$ cat config.mk
export PLATFORM = sky130hd
export DESIGN_NAME = adsr_envelope
export DESIGN_NICKNAME = d
export VERILOG_FILES = /design/src/rtl/adsr_envelope.sv
export SDC_FILE = /design/constraint.sdc
export NUM_CORES = 1
export LEC_CHECK = 0
export CORE_MARGIN = 3
export CORE_UTILIZATION = 45
export DETAILED_ROUTE_END_ITERATION = 10
export PLACE_DENSITY = 0.69
export SLEW_MARGIN = 0
export SYNTH_ARGS = -nofsm -noshare
export SYNTH_HDL_FRONTEND = slang
export SYNTH_SLANG_ARGS = --single-unit
$ cat constraint.sdc
create_clock -name clk -period 4.8 [get_ports clk]
set_input_delay 0.48 -clock clk [delete_from_list [all_inputs] [get_ports clk]]
set_output_delay 0.48 -clock clk [all_outputs]
set_load 0.02 [all_outputs]
$ cat src/rtl/adsr_envelope.sv
// adsr_envelope
//   ADSR amplitude envelope generator with an integrated signed sample scaler.
//   Sits between the note sample source and the mixer. Every audio sample is
//   scaled by the current envelope gain, and the gain then advances one step
//   under a 5-state FSM. The FSM and the scaler act only on sample strobes.
//
//   Build option:
//     ENV_EXP_RELEASE_EN  defined   -> exponential release:
//                                      gain -= max(gain >> release_step[3:0], 1)
//                         undefined -> linear release: gain -= release_step
//
// Parameters
//   SAMPLE_W  width of the signed audio samples
//   GAIN_W    width of the unsigned gain; full scale is 2**GAIN_W-1
//
// Ports
//   clk              system clock
//   rst              asynchronous, active-high reset
//   sample_valid     one-cycle strobe per audio sample
//   sample_in        signed input sample, valid with sample_valid
//   note_on          one-cycle start/retrigger pulse, accepted on any cycle
//   gate             1 = note held, 0 = key released
//   attack_step      gain increment per strobe in ATTACK
//   decay_step       gain decrement per strobe in DECAY
//   sustain_level    gain held in SUSTAIN (read live)
//   release_step     linear step, or shift amount in exponential mode
//   sample_out       signed scaled sample, held between strobes
//   sample_out_valid high for one cycle, one cycle after each sample_valid
//   env_gain         current envelope gain register
//   env_state        IDLE=0 ATTACK=1 DECAY=2 SUSTAIN=3 RELEASE=4
module adsr_envelope #(
    parameter int SAMPLE_W = 16,
    parameter int GAIN_W   = 8
) (
    input  logic                       clk,
    input  logic                       rst,
    input  logic                       sample_valid,
    input  logic signed [SAMPLE_W-1:0] sample_in,
    input  logic                       note_on,
    input  logic                       gate,
    input  logic        [GAIN_W-1:0]   attack_step,
    input  logic        [GAIN_W-1:0]   decay_step,
    input  logic        [GAIN_W-1:0]   sustain_level,
    input  logic        [GAIN_W-1:0]   release_step,
    output logic signed [SAMPLE_W-1:0] sample_out,
    output logic                       sample_out_valid,
    output logic        [GAIN_W-1:0]   env_gain,
    output logic        [2:0]          env_state
);

    typedef enum logic [2:0] {
        IDLE    = 3'd0,
        ATTACK  = 3'd1,
        DECAY   = 3'd2,
        SUSTAIN = 3'd3,
        RELEASE = 3'd4
    } state_t;

    localparam logic [GAIN_W-1:0] GAIN_MAX = '1;
    localparam logic [GAIN_W-1:0] GAIN_ONE = {{(GAIN_W-1){1'b0}}, 1'b1};
    localparam int                PROD_W   = SAMPLE_W + GAIN_W + 1;

    state_t state;
    logic   note_pending;
    logic   note_seen;

    // A note_on arriving on the strobe cycle itself is consumed immediately.
    assign note_seen = note_pending | note_on;
    assign env_state = state;

    // Scaler: both operands are extended to the full product width (sample
    // sign-extended, gain zero-extended), so the modular product equals the
    // exact signed product. Taking bits [SAMPLE_W+GAIN_W-1:GAIN_W] is the
    // arithmetic shift right by GAIN_W (floor toward -inf), low SAMPLE_W kept.
    logic [PROD_W-1:0] prod;
    logic              unused_prod_bits;

    assign prod = {{(GAIN_W+1){sample_in[SAMPLE_W-1]}}, sample_in}
                * {{(SAMPLE_W+1){1'b0}}, env_gain};
    assign unused_prod_bits = ^{prod[PROD_W-1], prod[GAIN_W-1:0]};

    // ATTACK: one extra bit catches the carry for saturation.
    logic [GAIN_W:0] attack_sum;
    logic            attack_done;

    assign attack_sum  = {1'b0, env_gain} + {1'b0, attack_step};
    assign attack_done = (attack_step == '0) || (attack_sum >= {1'b0, GAIN_MAX});

    // DECAY: keep stepping only while the distance to the floor exceeds the step.
    logic [GAIN_W-1:0] decay_room;
    logic              decay_more;

    assign decay_room = env_gain - sustain_level;
    assign decay_more = (decay_step != '0) && (env_gain > sustain_level)
                     && (decay_room > decay_step);

    // RELEASE: decrement amount and the reach-zero condition.
    logic [GAIN_W-1:0] release_dec;
    logic              release_to_zero;

`ifdef ENV_EXP_RELEASE_EN
    logic [3:0]        release_shift;
    logic [GAIN_W-1:0] release_shr;
    logic              unused_release_bits;

    assign release_shift       = release_step[3:0];
    assign release_shr         = env_gain >> release_shift;
    assign release_dec         = (release_shr == '0) ? GAIN_ONE : release_shr;
    assign release_to_zero     = (release_shift == 4'd0) || (env_gain <= release_dec);
    assign unused_release_bits = ^release_step[GAIN_W-1:4];
`else
    assign release_dec     = release_step;
    assign release_to_zero = (release_step == '0) || (env_gain <= release_step);
`endif

    always_ff @(posedge clk or posedge rst) begin
        if (rst) begin
            state            <= IDLE;
            env_gain         <= '0;
            sample_out       <= '0;
            sample_out_valid <= 1'b0;
            note_pending     <= 1'b0;
        end else begin
            sample_out_valid <= sample_valid;
            if (sample_valid) begin
                // Scaling uses the gain held before this strobe's update.
                sample_out   <= prod[SAMPLE_W+GAIN_W-1:GAIN_W];
                note_pending <= 1'b0;
                if (note_seen) begin
                    // Retrigger keeps the current gain to avoid a click.
                    state <= ATTACK;
                end else begin
                    case (state)
                        IDLE: begin
                            env_gain <= '0;
                        end
                        ATTACK: begin
                            if (!gate) begin
                                state <= RELEASE;
                            end else if (attack_done) begin
                                env_gain <= GAIN_MAX;
                                state    <= DECAY;
                            end else begin
                                env_gain <= attack_sum[GAIN_W-1:0];
                            end
                        end
                        DECAY: begin
                            if (!gate) begin
                                state <= RELEASE;
                            end else if (decay_more) begin
                                env_gain <= env_gain - decay_step;
                            end else begin
                                env_gain <= sustain_level;
                                state    <= SUSTAIN;
                            end
                        end
                        SUSTAIN: begin
                            if (!gate) begin
                                state <= RELEASE;
                            end else begin
                                env_gain <= sustain_level;
                            end
                        end
                        RELEASE: begin
                            // gate is ignored here; only note_on leaves early.
                            if (release_to_zero) begin
                                env_gain <= '0;
                                state    <= IDLE;
                            end else begin
                                env_gain <= env_gain - release_dec;
                            end
                        end
                        default: begin
                            env_gain <= '0;
                            state    <= IDLE;
                        end
                    endcase
                end
            end else if (note_on) begin
                note_pending <= 1'b1;
            end
        end
    end

endmodule

After elaboration in Yosys (flattened, before gate mapping)
Cells that the tools add are included.

Register bits: 29. Bits in read-only memories: 0. Input port bits: 53. Bits in latches: 0. Memories kept: 0. RAM bits: 0.

Reductions and logical operators: 11. $mul: 1. Bitwise gates (word level): 2. Muxes and demuxes: 17. Equal/unequal tests: 12. Add/subtract/negate cells: 4. Shift operators: 0. Div/mod/pow operators: 0. Order comparisons: 4.

Operator list (count): 8-bit two-way mux (6); 8-bit one-hot mux with 4 select lines (1); 16-bit by 9-bit multiplier with 24-bit output (1); 8-bit subtractor (3); 3-bit two-way mux (7); 8-bit > comparator (2); 8-bit zero test (2); 3-bit one-hot mux with 5 select lines (1); 8-bit by 8-bit adder with 9-bit output (1); 9-bit by 8-bit greater-or-equal comparator with 1-bit output, second input constant (1); 8-bit <= comparator (1); 2-bit != test, second input constant (4); 4-bit != test, second input constant (2); 8-bit nonzero test (1); 3-bit by 2-bit == test with 1-bit output, second input constant (2); 3-bit != test, second input constant (2); 6-bit AND reduction (1); 5-bit AND reduction (1); 3-bit by 1-bit == test with 1-bit output, second input constant (1); 3-bit == test, second input constant (1); 3-bit zero test (1); 1-bit logical AND (2); 1-bit logical OR (2); 1-bit two-way mux (2); 3 further kinds (3).

Longest topological paths before layout
Gate-level depths: netlist of the first run.

Depth in word-level cells: 7. Gate-level depth with buffers: 21. Depth with buffers taken out: 19.

Worst setup path before layout of the first run
OpenSTA, ideal clock, no wires.

Kind: flip-flop to flip-flop. From: register env_gain[1]. To: register sample_out[15]. Data arrival time: 5251 ps. Stages on the path, launching flop included: 21. Path slack: -576 ps. Clock period less this slack: 5376 ps. Data required time: 4675 ps. Buffers on the path: 2. Library setup time: 125 ps. Cells stage by stage: dfrtp_1 clkbuf_1 clkbuf_1 nand2_1 fa_1 inv_1 fa_1 inv_1 fa_1 inv_1 fa_1 ha_1 a2111oi_2 o21ai_1 nand4_1 nand3_1 a41oi_2 o21bai_1 a21oi_1 xnor2_1 mux2_2.

Cells in the longest elaborated chain, start to end: 1.

RTL lines: start: declaration (RTL line 47) `output logic [GAIN_W-1:0] env_gain,`; start signal: assignment (RTL line 144) `env_gain <= attack_sum[GAIN_W-1:0];`; start signal: assignment (RTL line 151) `env_gain <= env_gain - decay_step;`; start signal: assignment (RTL line 153) `env_gain <= sustain_level;`; 16-bit by 9-bit multiplier with 24-bit output (RTL line 79) `* {{(SAMPLE_W+1){1'b0}}, env_gain};`; end signal: assignment (RTL line 127) `sample_out <= prod[SAMPLE_W+GAIN_W-1:GAIN_W];`; end: declaration (RTL line 45) `output logic signed [SAMPLE_W-1:0] sample_out,`.

No other way between the ends. A chain may end at the register's enable or synchronous reset.

Worst setup path after layout of the first run
From: register env_gain[2]. To: register sample_out[15].

Same word-level chain as after synthesis.

==> flow_metrics.tcl, run 1 <==
set metrics [dict create \
    async_flop_share_pct 100 \
    max_cap_violations 0 \
    antenna_found_initial 0 \
    areaGrowthSynthToFinish_pct 30.9 \
    ys_top_cells_by_area "fa_1 29%, ha_1 14%, dfrtp_1 10%, inv_1 9.5%, and2_1 5.7%" \
    clkSlewWorstSetupHoldPaths_ns 0.06 \
    grt_usage_pct 20.8 \
    drv_slew 0 \
    busiest_layer "met2" \
    drc 0 \
    detail-route-antenna-nets 0 \
    grt_pass1_wl_mm 29.8 \
    clock_path_buffers 2 \
    yosys.area.top_type "fa_1" \
    num_rows 45 \
    initial_core_util_pct 46.4 \
    n_antenna_cell 0 \
    synthesis.nets 1059 \
    post-synth-top-count-cell "inv_1" \
    dp_hpwl_mm 14.3 \
    io-pin-count 81 \
    fin_crit_sh_pct 98.7 \
    num_vias 6168 \
    drtPass1Iterations 6 \
    synth_area_mm2 0.00710 \
    synth_edf_count 0 \
    met3_usage_pct 2.14 \
    hp-class "flip-flop to flip-flop" \
    crit_arrival_ns 4.90 \
    worst_ep_required_time_ns 4.96 \
    synth.distinct_cells 53 \
    ys.flop_type "dfrtp_1" \
    gp_congestion 0.906 \
    die_area_mm2 0.0173 \
    endpoint_kind "flip-flop" \
    grt_max_degree 30 \
    synth_commonest_cells "179 x inv_1, 103 x fa_1, 84 x nand2_1, 82 x ha_1, 65 x and2_1" \
    h-tree-depth 2 \
    setup_viol 0 \
    yosysTopAreaCellShare_pct 29.0 \
    holdWs_ns 0.492 \
    die_h_um 132 \
    relSlewSlack_pct 53.8 \
    clkLatencyLatePin_ns 0.28 \
    die_w_um 132 \
    use_met1_pct 28.1 \
    nNetsFinal 1227 \
    cts_tree "built" \
    postCtsHoldBufs 0 \
    fin_crit_ns 4.74 \
    critPathMaxFanout 5 \
    drive_above_1_share_pct 18.9 \
    num-fill-cells 1365 \
    outcome "finished, final reports clean" \
    numCtsBuffers 5 \
    tightest_slew_ns 0.691 \
    crit_type "flip-flop to flip-flop" \
    synth-seq-area-share_pct 10.2 \
    synth_seq_cells 29 \
    cts_sinks 29 \
    grtUsageMet2_pct 36.3 \
    via_per_inst 5.14 \
    first_iter_violations 404 \
    core_mm2 0.0153 \
    yosysWarnings 0 \
    cts-root-buf "clkbuf_16" \
    start_kind "flip-flop" \
    fin_skew_ns 0.00689 \
    avgSynthCellArea_um2 8.65 \
    hold_violations 0 \
    syn_inst 821 \
    rsz0062_at_grt "true" \
    wl_per_cell_um 15.4 \
    grt_pass1_vias 6289 \
    clock.fmax_mhz 211 \
    wl_mm 18.5 \
    overflow 0 \
    portBuffers 80 \
]
## logic make-up (layout without fill, tap and decap cells)
| group | after synthesis | after routing | share of synthesized area [%] |
|---|---|---|---|
| compound gates | 117 | 117 | 11.4 |
| mux | 18 | 18 | 2.73 |
| buf+inv | 198 | 367 | 10.5 |
| simple gates | 230 | 230 | 16.3 |
| xor+xnor | 44 | 44 | 5.42 |
| fa+ha+maj | 185 | 185 | 43.5 |
| flops | 29 | 29 | 10.2 |
## worst paths after layout
path / from / to / slack (ns) / depth (start not counted)
setup reg to reg: env_gain[2] / sample_out[15] / 0.06 / 19
hold reg to reg: sample_out[8] / sample_out[8] / 0.49 / 1
max in group asynchronous: rst / env_gain[2] / 3.91 / 3
hold / removal: sample_out[8] / sample_out[8] / 0.49 / 1
min in group asynchronous: rst / sample_out[7] / 0.58 / 3
setup / recovery: env_gain[2] / sample_out[15] / 0.06 / 19
## stage by stage
| step | setup TNS (ns) | area (µm²) | worst slack, ns | instances | util [%] |
|---|---|---|---|---|---|
| floorplan | -0.0151 | 7250 | -0.0151 | 821 | - |
| global placement | -3.36 | 8740 | -0.490 | 1169 | 57.1 |
| detailed placement | -4.23 | 8740 | -0.586 | 1169 | 57.1 |
| CTS | 0 | 8910 | 0.00341 | 1178 | 58.2 |
| global route | -0.0996 | 9300 | -0.0996 | 1201 | 60.7 |
| finish | 0 | 9300 | 0.0618 | 1201 | 60.7 |
## cell usage in the layout, fill, tap and decap left out, types with 10 or more instances in the layout
cell and count:
buf_4 87, dfrtp_1 23, and2_1 58, ha_1 71, clkdlybuf4s50_1 65, o21ai_0 15, nand2_1 76, xnor2_1 30
a21oi_1 24, fa_1 98, mux2_2 10, ha_4 10, inv_1 174, a21o_1 19, nor2_1 23, xor2_1 14
## area by class of cell
class	instances	area, µm²	share of cell area (%)
well taps	211	264	2.84
clock inverters	1	5.00	0.0538
multi-input cells	594	5890	63.4
inverters	180	676	7.27
repair buffers	179	1570	16.9
clock buffers	7	153	1.64
flip-flops and latches	29	736	7.91
## repair_timing
item	4_1_cts	5_1_grt
buffers inserted	1	24
gates resized for setup	15	84
pin swaps	2	49
endpoints found under the setup margin	8	7
## metal layers
metal / vias up / wire [µm]
li1: 2950 / -
met5: - / 0
met1: 3029 / 8020
met2: 166 / 9370
met3: 23 / 934
met4: 0 / 221
## flip-flops by register name, indices dropped and copies added, names as in the netlist
register and flops:
sample_out_valid 1, env_gain 8, sample_out 16, env_state 3, note_pending 1
## worst max-delay path, stage by stage, from the launching register on
cell,delay (ns)
dfrtp_4,0.45
buf_6,0.12
nand2_2,0.06
fa_1,0.53
inv_1,0.06
fa_1,0.47
fa_1,0.57
inv_1,0.06
fa_1,0.53
inv_1,0.06
ha_4,0.26
a21oi_2,0.14
o21ai_2,0.08
a22oi_2,0.25
nand3_2,0.13
a41oi_2,0.20
o21bai_1,0.10
a21oi_1,0.20
xnor2_1,0.09
mux2_4,0.25
Power of run 1 is left out: the tool's default activity adds up to more than one toggle a clock period on the data nets, which glitch-free logic cannot reach.
==> run 2, diff against run 1 <==
--- a/config.mk
+++ b/config.mk
@@ -5,10 +5,12 @@
 export SDC_FILE = /design/constraint.sdc
 export NUM_CORES = 1
 export LEC_CHECK = 0
+export CAP_MARGIN = 20
 export CORE_MARGIN = 3
 export CORE_UTILIZATION = 45
 export DETAILED_ROUTE_END_ITERATION = 10
 export PLACE_DENSITY = 0.69
+export SETUP_SLACK_MARGIN = 0.15
 export SLEW_MARGIN = 0
 export SYNTH_ARGS = -nofsm -noshare
 export SYNTH_HDL_FRONTEND = slang
==> run 2 against run 1 <==
Register-to-register slack better by 0.05 ns. Routed wire length decreased by 0.71%. Utilization is 0.85 points higher.
==> flow_metrics.tcl, run 2 (synthesis gave the netlist of run 1 again) <==
set metrics [dict create \
    cts_tree "built" \
    crit_type "flip-flop to flip-flop" \
    fin_crit_sh_pct 97.7 \
    setup_viol 0 \
    drtPass1Iterations 5 \
    worst_ep_required_time_ns 4.95 \
    core_mm2 0.0153 \
    max_cap_violations 0 \
    endpoint_kind "flip-flop" \
    final_common_cell "inv_1" \
    n_antenna_cell 0 \
    num_vias 6158 \
    wl_mm 18.4 \
    dp_hpwl_mm 14.5 \
    via_per_inst 5.08 \
    numCtsBuffers 5 \
    antenna_found_initial 0 \
    die_h_um 132 \
    final_util_pct 61.6 \
    multi_input_area_mm2 0.00589 \
    critPathMaxFanout 5 \
    first_iter_violations 339 \
    cts_sinks 29 \
    layout_common_cells "174 x inv_1, 101 x fa_1, 97 x buf_4" \
    largest_register "sample_out" \
    hold_violations 0 \
    dr_wl_met2_mm 8.94 \
    num_rows 45 \
    clock_path_buffers 2 \
    r2r_start "env_gain[0]" \
    io-pin-count 81 \
    hold_end "sample_out[8]" \
    rsz0062_at_grt "true" \
    drv_slew 0 \
    routed.top_layer "met4" \
    hold-path-cell-count 1 \
    ff_latch_area_um2 736 \
    instances_no_fill 1212 \
    grt_pass1_wl_mm 31.3 \
    reg2reg_slack_ns 0.11 \
    fin_skew_ns 0.00357 \
    outcome "finished, final reports clean" \
    areaGrowthSynthToFinish_pct 32.7 \
    nNetsFinal 1238 \
    detail-route-antenna-nets 0 \
    start_kind "flip-flop" \
    tightest_slew_ns 0.688 \
    clock.fmax_mhz 213 \
    wl_met3_um 903 \
    overflow 0 \
    dp_cells 1172 \
    gp_congestion 0.880 \
    grt_usage_pct 21.8 \
    h-tree-depth 2 \
    crit_arrival_ns 4.84 \
    r2r_cells 21 \
    hp-class "flip-flop to flip-flop" \
    worstHoldStart "sample_out[8]" \
    r2r-end "sample_out[14]" \
    cts-root-buf "clkbuf_16" \
    drive_above_1_share_pct 19.2 \
    clkSlewWorstSetupHoldPaths_ns 0.05 \
    die_area_mm2 0.0173 \
    largest_reg_flops 16 \
    portBuffers 80 \
    die_w_um 132 \
    grt_max_degree 20 \
    num-fill-cells 1332 \
    grt_pass1_vias 6516 \
    drc 0 \
    wl_per_cell_um 15.2 \
    wirelength_met1_mm 8.22 \
    initial_core_util_pct 46.4 \
    fin_crit_ns 4.69 \
    relSlewSlack_pct 54.0 \
    clkLatencyLatePin_ns 0.28 \
]
[run 2: cell count changes in the layout (fill, tap and decap cells not counted), sizes merged]
cell	change
clkdlybuf4s15	+6
dlygate4sd2	+4
buf	+12
clkbuf	-8
dlymetal6s2s	-3
[run 2: layer usage]
layer | vias up | global-route usage (%)
li1 | 2969 | -
met3 | 32 | 2.30
met5 | - | 0
met2 | 173 | 37.2
met1 | 2984 | 30.0
met4 | 0 | 4.96
[run 2: through the flow]
stage               setup slack [ns]  hold slack [ns]  instance area (µm²)  setup TNS [ns]
detailed placement            -0.480            0.479                 8800           -3.95
global route                  -0.128            0.518                 9430          -0.267
finish                         0.110            0.486                 9430               0
CTS                            0.135            0.493                 9270               0
global placement              -0.426            0.477                 8770           -3.17
floorplan                     0.0455            0.511                 7260               0
[run 2: worst max-delay path by stage]
stage                 start             end  slack (ns)  depth (start not counted)
2_1_floorplan   env_gain[1]   sample_out[7]        0.05                         20
3_3_place_gp   sample_in[9]  sample_out[15]       -0.43                         19
3_5_place_dp   sample_in[7]  sample_out[15]       -0.48                         19
4_1_cts         env_gain[4]  sample_out[15]        0.14                         17
5_1_grt         env_gain[6]  sample_out[15]       -0.13                         18
6_report        env_gain[0]  sample_out[14]        0.11                         21
[run 2: timing repair]
item / 4_1_cts / 5_1_grt
pin swaps: 44 / 38
setup buffers: 26 / 6
resized for setup: 64 / 24
endpoints found under the setup margin: 13 / 9
hold buffers: 0 / 0
[run 2: area by class of cell]
cell class              instances  area share, %
clock buffers                   7           1.62
clock inverters                 1         0.0531
inverters                     180           7.17
multi-input cells             594           62.5
flip-flops and latches         29           7.80
well taps                     211           2.80
repair buffers                190           18.1
[run 2: critical path, cell delays in order (launching register included)]
cell      delay [ns]
dfrtp_2         0.45
buf_6           0.14
nand2_1         0.07
fa_1            0.55
inv_1           0.06
fa_1            0.48
fa_1            0.55
inv_1           0.05
fa_1            0.54
inv_1           0.07
ha_4            0.25
nand3_4         0.09
nor2_4          0.04
buf_4           0.13
a22oi_2         0.19
nand3_2         0.13
a41oi_2         0.16
o21bai_1        0.13
buf_4           0.14
buf_4           0.12
xnor2_1         0.13
o21ai_1         0.09
Power of run 2 is left out for the same reason.
==> run 3, diff against run 2 <==
--- a/config.mk
+++ b/config.mk
@@ -9,6 +9,7 @@
 export CORE_MARGIN = 3
 export CORE_UTILIZATION = 45
 export DETAILED_ROUTE_END_ITERATION = 10
+export GPL_TIMING_DRIVEN = 0
 export PLACE_DENSITY = 0.69
 export SETUP_SLACK_MARGIN = 0.15
 export SLEW_MARGIN = 0
==> constraint.sdc (replaced) <==
create_clock -name clk -period 4.3 [get_ports clk]
set_input_delay 0.43 -clock clk [delete_from_list [all_inputs] [get_ports clk]]
set_output_delay 0.43 -clock clk [all_outputs]
set_load 0.02 [all_outputs]
==> run 3 against run 2 <==
The run now ends with negative setup slack left. Sequential share of layout area increased by 0.30 points. Critical path depth decreased by 3. Clock skew about the same. Flip-flop and latch count unchanged. Count of clock-buffer cells in the layout stayed put. First-iteration DRC count is 22% lower. Highest routed layer unchanged.
==> flow_metrics.tcl, run 3 (synthesis gave the netlist of run 1 again) <==
set metrics [dict create \
    fin_crit_sh_pct 113 \
    multi_input_area_mm2 0.00598 \
    drive_above_1_share_pct 14.3 \
    largest_register "sample_out" \
    clkLatencyLatePin_ns 0.28 \
    fin_crit_ns 4.87 \
    crit_buf_inv 3 \
    nNetsFinal 1189 \
    num-fill-cells 1349 \
    via_per_inst 5.20 \
    cpPeakStageDelay_ns 0.52 \
    wl_mm 18.4 \
    postCtsHoldBufs 0 \
    clock.fmax_mhz 205 \
    die_w_um 132 \
    drtPass1Iterations 5 \
    hold_violations 0 \
    die_area_mm2 0.0173 \
    io-pin-count 81 \
    portBuffers 80 \
    clock_path_buffers 2 \
    layout_common_cells "176 x inv_1, 101 x fa_1, 78 x nand2_1" \
    cts_sinks 29 \
    clkSlewWorstSetupHoldPaths_ns 0.06 \
    first_iter_violations 266 \
    ff_latch_area_um2 743 \
    crit_type "flip-flop to flip-flop" \
    grt_pass1_wl_mm 30.1 \
    hold_end "sample_out[8]" \
    max_cap_violations 0 \
    initial_core_util_pct 46.4 \
    antenna_found_initial 0 \
    core_mm2 0.0153 \
    final_common_cell "inv_1" \
    setup_viol 14 \
    numCtsBuffers 5 \
    cts-root-buf "clkbuf_16" \
    tightest_slew_ns 0.884 \
    grt_pass1_vias 6087 \
    die_h_um 132 \
    endpoint_kind "flip-flop" \
    reg2reg_slack_ns -0.57 \
    overflow 0 \
    drc 0 \
    h-tree-depth 2 \
    violations "negative setup slack" \
    cts_tree "built" \
    drv_slew 0 \
    num_rows 45 \
    critPathMostFrequentCell "fa_1" \
    grt_usage_pct 21.3 \
    start_kind "flip-flop" \
    n_antenna_cell 0 \
    grt_max_degree 18 \
    wl_per_cell_um 15.8 \
    path_cells "clkbuf_8 -> and2_1 -> fa_2 -> fa_1 -> inv_1 -> fa_1 -> inv_1 -> fa_1 -> ha_4 -> a2111oi_4 -> o21ai_4 -> nand4_1 -> nand3_2 -> a41oi_2 -> o21bai_2 -> a21oi_2 -> xnor2_1 -> mux2_4" \
    hold-path-cell-count 1 \
    worst_slack_ns -0.567 \
    areaGrowthSynthToFinish_pct 29.1 \
    detail-route-antenna-nets 0 \
    worst_ep_required_time_ns 4.46 \
    relSlewSlack_pct 41.1 \
    r2r_cells 18 \
    num_vias 6050 \
    r2r-end "sample_out[15]" \
    dp_hpwl_mm 14.1 \
    crit_arrival_ns 5.03 \
    worstHoldStart "sample_out[8]" \
    critPathMaxFanout 10 \
    crit_family "adder cells" \
    largest_reg_flops 16 \
    cp_slowest_cell "fa_1" \
    outcome "finished with violations" \
    holdWs_ns 0.490 \
    rsz0062_at_grt "true" \
    hp-class "flip-flop to flip-flop" \
    fin_skew_ns 0.00371 \
    r2r_start "env_gain[5]" \
    gp_congestion 0.905 \
]
## run 3: how the worst max path moves through the flow
| stage | startpoint | end | cells after the start |
|---|---|---|---|
| 6_report | env_gain[5] | sample_out[15] | 18 |
| 4_1_cts | env_gain[5] | sample_out[15] | 18 |
| 3_3_place_gp | env_gain[7] | sample_out[15] | 19 |
| 2_1_floorplan | env_gain[1] | sample_out[7] | 20 |
| 3_5_place_dp | env_gain[7] | sample_out[15] | 19 |
| 5_1_grt | env_gain[0] | sample_out[15] | 21 |
## run 3: per-layer routing
layer / part of all wire (%) / routed length, µm / GRT usage, % / vias up
li1: - / - / - / 2892
met1: 46 / 8390 / 30.4 / 2986
met2: 47 / 8730 / 34.6 / 150
met3: 5.0 / 929 / 2.37 / 22
met4: 1.9 / 342 / 5.78 / 0
met5: 0 / 0 / 0 / -
## run 3: area by class of cell
| cell class | count | area share [%] |
|---|---|---|
| plain buffers | 18 | 2.14 |
| clock buffers | 7 | 1.66 |
| clock inverters | 1 | 0.0546 |
| inverters | 180 | 7.36 |
| multi-input cells | 595 | 65.2 |
| flip-flops and latches | 29 | 8.10 |
| well taps | 211 | 2.88 |
| repair buffers | 122 | 12.6 |
## run 3: metrics by stage
| step | TNS, ns | worst slack (ns) | instances | area (µm²) | utilization, % |
|---|---|---|---|---|---|
| 3_5_place_dp | -12.82 | -1.24 | 1113 | 8390 | 54.8 |
| 3_3_place_gp | -11.25 | -1.12 | 1112 | 8360 | 54.6 |
| 4_1_cts | -5.46 | -0.592 | 1151 | 8910 | 58.2 |
| 5_1_grt | -7.66 | -0.745 | 1163 | 9170 | 59.9 |
| 2_1_floorplan | -1.81 | -0.453 | 821 | 7300 | - |
| 6_report | -5.87 | -0.567 | 1163 | 9170 | 59.9 |
## run 3: what timing repair did
action	4_1_cts	5_1_grt
resized for setup	50	45
setup buffers	30	11
setup endpoints to repair	16	25
cloned	0	1
pin swaps	18	28
Power of run 3 is left out for the same reason.
==> RTL edit 1: new RTL, settings of run 2 <==
Reset style: synchronous (`rst`), changed in one clocked block. Comments in the files are not updated.
--- a/src/rtl/adsr_envelope.sv
+++ b/src/rtl/adsr_envelope.sv
@@ -115,3 +115,3 @@
 
-    always_ff @(posedge clk or posedge rst) begin
+    always_ff @(posedge clk) begin
         if (rst) begin
Check against the original RTL: not equivalent (a bounded check fails within 4 cycles, from zero or initial values and one cycle with rst high; the reset may be asserted at any time).
==> RTL edit 1 against run 2 <==
Final cell count grew 4.8%; wire length grew 7.3%; clock skew grew 0.0033 ns; global-route usage increased by 0.25 points; sequential cell count is the same; design area is essentially flat; worst setup slack better by 0.057 ns; largest cell class unchanged; sequential share of layout area decreased by 1.4 points; critical path type unchanged; synthesized cell count increased by 8.8%; non-clock buffer count fell by 15; hold slack lost 0.021 ns; synthesized area increased by 4.1%.
Power is left out: it rests on default switching activity, and per cell area and clock period it moved more than threefold.
==> RTL edit 1: results (changes against run 2) <==
## Cells and area
* **clkbuf count** 8, was 7
* **Layout non-clock buf frac** 15.73%, was 18.09%
* **portion of the layout cell area used by clock cells** 1.777%, was 1.672%
* **Plain + repair buffers** 175, was 190
* **combined flip-flop and latch cell area** 603.1 sq um, was 735.7 sq um
* **Fill cells** 1539, was 1332
* **share of the final layout cell area in multi-input gates** 66.07%, was 62.46%
* **sequential cell count** 29, unchanged
* **multi-input gate count** 662, was 594

## Setup path
* **worst setup path startpoint** env_gain[1], was env_gain[0]
* **Data arrival, critical path** 4.80 ns, was 4.84 ns

## Global route
* **overall track demand over capacity in global routing** 22.03%, was 21.78%
* **pin count of the biggest net entering global routing** 25, was 20
* **wire length of the first global-routing pass** 32690 um, was 31270 um

## Synthesis
* **part of the Yosys area used for sequential elements** 7.850%, was 10.21%
* **multiplexer share of the synthesized area** 1.506%, was 2.730%
* **post-synthesis compound-gate area fraction** 15.24%, was 11.41%
* **average cell area after synthesis** 8.282 sq um, was 8.653 sq um
* **Synthesized Nets** 1131, was 1059
* **Top FF cell, synth** sky130_fd_sc_hd__dfxtp_1, was sky130_fd_sc_hd__dfrtp_1
* **Yosys cell types** 69, was 53
* **fraction of registers with async set or reset after synthesis** 0%, was 100.0%
* **xor/xnor share of the synthesized area** 4.382%, was 5.424%

## Drt
* **Initial DRC Count** 457, was 339
* **total number of vias** 6731, was 6158
* **mean number of vias per cell** 5.300, was 5.081
* **routed wirelength normalized by instance count** 15.55 um, was 15.19 um

## Placed design
* **total cell area at the placement stage** 9039 sq um, was 8800 sq um
* **number of placed cells counting well taps** 1244, was 1172
* **worst setup slack before clock tree synthesis** -0.5475 ns, was -0.4804 ns
* **total half-perimeter wirelength after legalization and detailed placement** 15920 um, was 14510 um
* **placer congestion estimate** 0.9545, was 0.8803

## Clocking
* **CTS clock-pin slew for the worst setup and hold paths** 0.05 ns, about the same
* **count of buffers added by post-CTS timing repair for setup** 3, was 26

## Hold path
* **start point of the worst hold path** sample_out[12], was sample_out[8]

## Die
* **area inside the core boundary** 16000 sq um, was 15310 sq um

## STA
* **final setup skew** 0.006909 ns, was 0.003569 ns
* **Max transition margin** 48.71%, was 54.04%
* **Fin Hold WS** 0.4656 ns, was 0.4864 ns
* **worst setup margin** 0.1670 ns, was 0.1104 ns

## Outcome
* **status** completed, unchanged

## RTL edit 1: how the worst min path moves through the flow
stage,endpoint,depth (start not counted)
after global routing,sample_out[12],2
final,sample_out[12],2
after floorplan,note_pending,2
after CTS,sample_out[12],2
after detailed placement,sample_out[12],2
after global placement,sample_out[12],2
## RTL edit 1: layer usage
| metal | vias to the layer above | track usage [%] | part of all wire (%) |
|---|---|---|---|
| met5 | - | 0 | 0 |
| met4 | 0 | 4.977 | 1.8 |
| met3 | 27 | 1.500 | 5.8 |
| met2 | 205 | 37.12 | 48 |
| met1 | 3236 | 31.22 | 45 |
| li1 | 3263 | - | - |
## RTL edit 1: cells by family (layout without fill, tap and decap cells)
group,count (synthesis),count (layout)
compound gates,156,156
xor+xnor,37,37
fa+ha+maj,185,185
buf+inv,202,363
flops,29,29
mux,11,11
simple gates,273,273
==> RTL edit 2: new RTL, config.mk and constraints of run 2 <==
Without the edit above. Add a define of `ENV_EXP_RELEASE_EN`.
--- a/src/rtl/adsr_envelope.sv
+++ b/src/rtl/adsr_envelope.sv
@@ -30,2 +30,4 @@
 //   env_state        IDLE=0 ATTACK=1 DECAY=2 SUSTAIN=3 RELEASE=4
+`define ENV_EXP_RELEASE_EN
+
 module adsr_envelope #(
Check against the original RTL: not settled (the Yosys comparison gave no result); the edit may change what the design does.
==> RTL edit 2 against run 2 <==
Non-clock buffer count down 10; design area up 4.4%; die area up 7.2%; critical path type unchanged; critical endpoint unchanged; wire length up 6.2%; sequential cell count unchanged; clock skew up 0.0047 ns; via count up 7.2%; highest routed layer unchanged; largest cell class unchanged; final cell count up 4.5%; global-route usage up 0.15 points; synthesized area up 7.6%; worst setup slack worse by 0.037 ns.
Power is not shown: default switching activity piles up to over one toggle a cycle in this logic, so the estimate is an artifact.
==> RTL edit 2: results (changes against run 2) <==
## Setup path
* **worst setup path startpoint** env_gain[5], was env_gain[0]
* **Data arrival, critical path** 4.90 ns, was 4.84 ns
* **reg2reg setup slack** 0.07 ns, was 0.11 ns

## Hold path
* **start point of the worst hold path** sample_out[6], was sample_out[8]

## Placed design
* **placer congestion estimate** 0.8960, was 0.8803
* **total half-perimeter wirelength after legalization and detailed placement** 15810 um, was 14510 um
* **count of port buffers added during placement** 76, was 80
* **worst setup slack before clock tree synthesis** -0.5697 ns, was -0.4804 ns
* **total cell area at the placement stage** 9239 sq um, was 8800 sq um

## STA
* **Fin Hold WS** 0.4852 ns, was 0.4864 ns
* **Max Freq** 211.6 MHz, was 213.2 MHz

## Clocking
* **count of buffers added by post-CTS timing repair for setup** 23, was 26
* **CTS-repair resized insts** 75, was 64

## Synthesis
* **Yosys cell types** 74, was 53
* **ranking of synthesized cells by instance count** 178 x sky130_fd_sc_hd__inv_1, 103 x sky130_fd_sc_hd__fa_1, 92 x sky130_fd_sc_hd__nand2_1, 82 x sky130_fd_sc_hd__ha_1, 70 x sky130_fd_sc_hd__and2_1, was 179 x sky130_fd_sc_hd__inv_1, 103 x sky130_fd_sc_hd__fa_1, 84 x sky130_fd_sc_hd__nand2_1, 82 x sky130_fd_sc_hd__ha_1, 65 x sky130_fd_sc_hd__and2_1
* **post-synthesis cell count** 883, was 821
* **share of synthesized cell area in full adder, half adder and majority cells** 40.40%, was 43.47%
* **post-synthesis compound-gate area fraction** 13.26%, was 11.41%

## Cells and area
* **combined flip-flop and latch cell area** 737.0 sq um, was 735.7 sq um
* **proportion of layout cells with a drive suffix above 1** 21.70%, was 19.18%

## Drt
* **Initial DRC Count** 376, was 339
* **routed wire length** 19540 um, was 18410 um

## Outcome
* **status** completed, unchanged

## Global route
* **wire length of the first global-routing pass** 32700 um, was 31270 um
* **global routing usage on met2** 37.95%, was 37.16%
* **global-route met1 utilization** 29.84%, was 29.96%

RTL edit 2: changes by cell type in the layout (fill, tap and decap cells not counted), moves of 7 or more:
cell	run 2	this run
sky130_fd_sc_hd__inv_1	174	167
sky130_fd_sc_hd__and2_1	60	68
sky130_fd_sc_hd__buf_4	97	88
sky130_fd_sc_hd__a21o_1	19	11
sky130_fd_sc_hd__nor2_1	23	32
RTL edit 2: cell type report:
class / count / area share, %
Clock buffer: 7 / 1.551
Multi-Input combinational cell: 650 / 65.08
Timing Repair Buffer: 180 / 16.21
Inverter: 179 / 6.826
Clock inverter: 1 / 0.05085
Tap cell: 220 / 2.796
Sequential cell: 29 / 7.487
RTL edit 2: layer usage:
metal / vias to the layer above / routed length (um)
li1: 3184 / -
met1: 3236 / 8588
met2: 159 / 9735
met3: 25 / 950
met4: 0 / 266
met5: - / 0
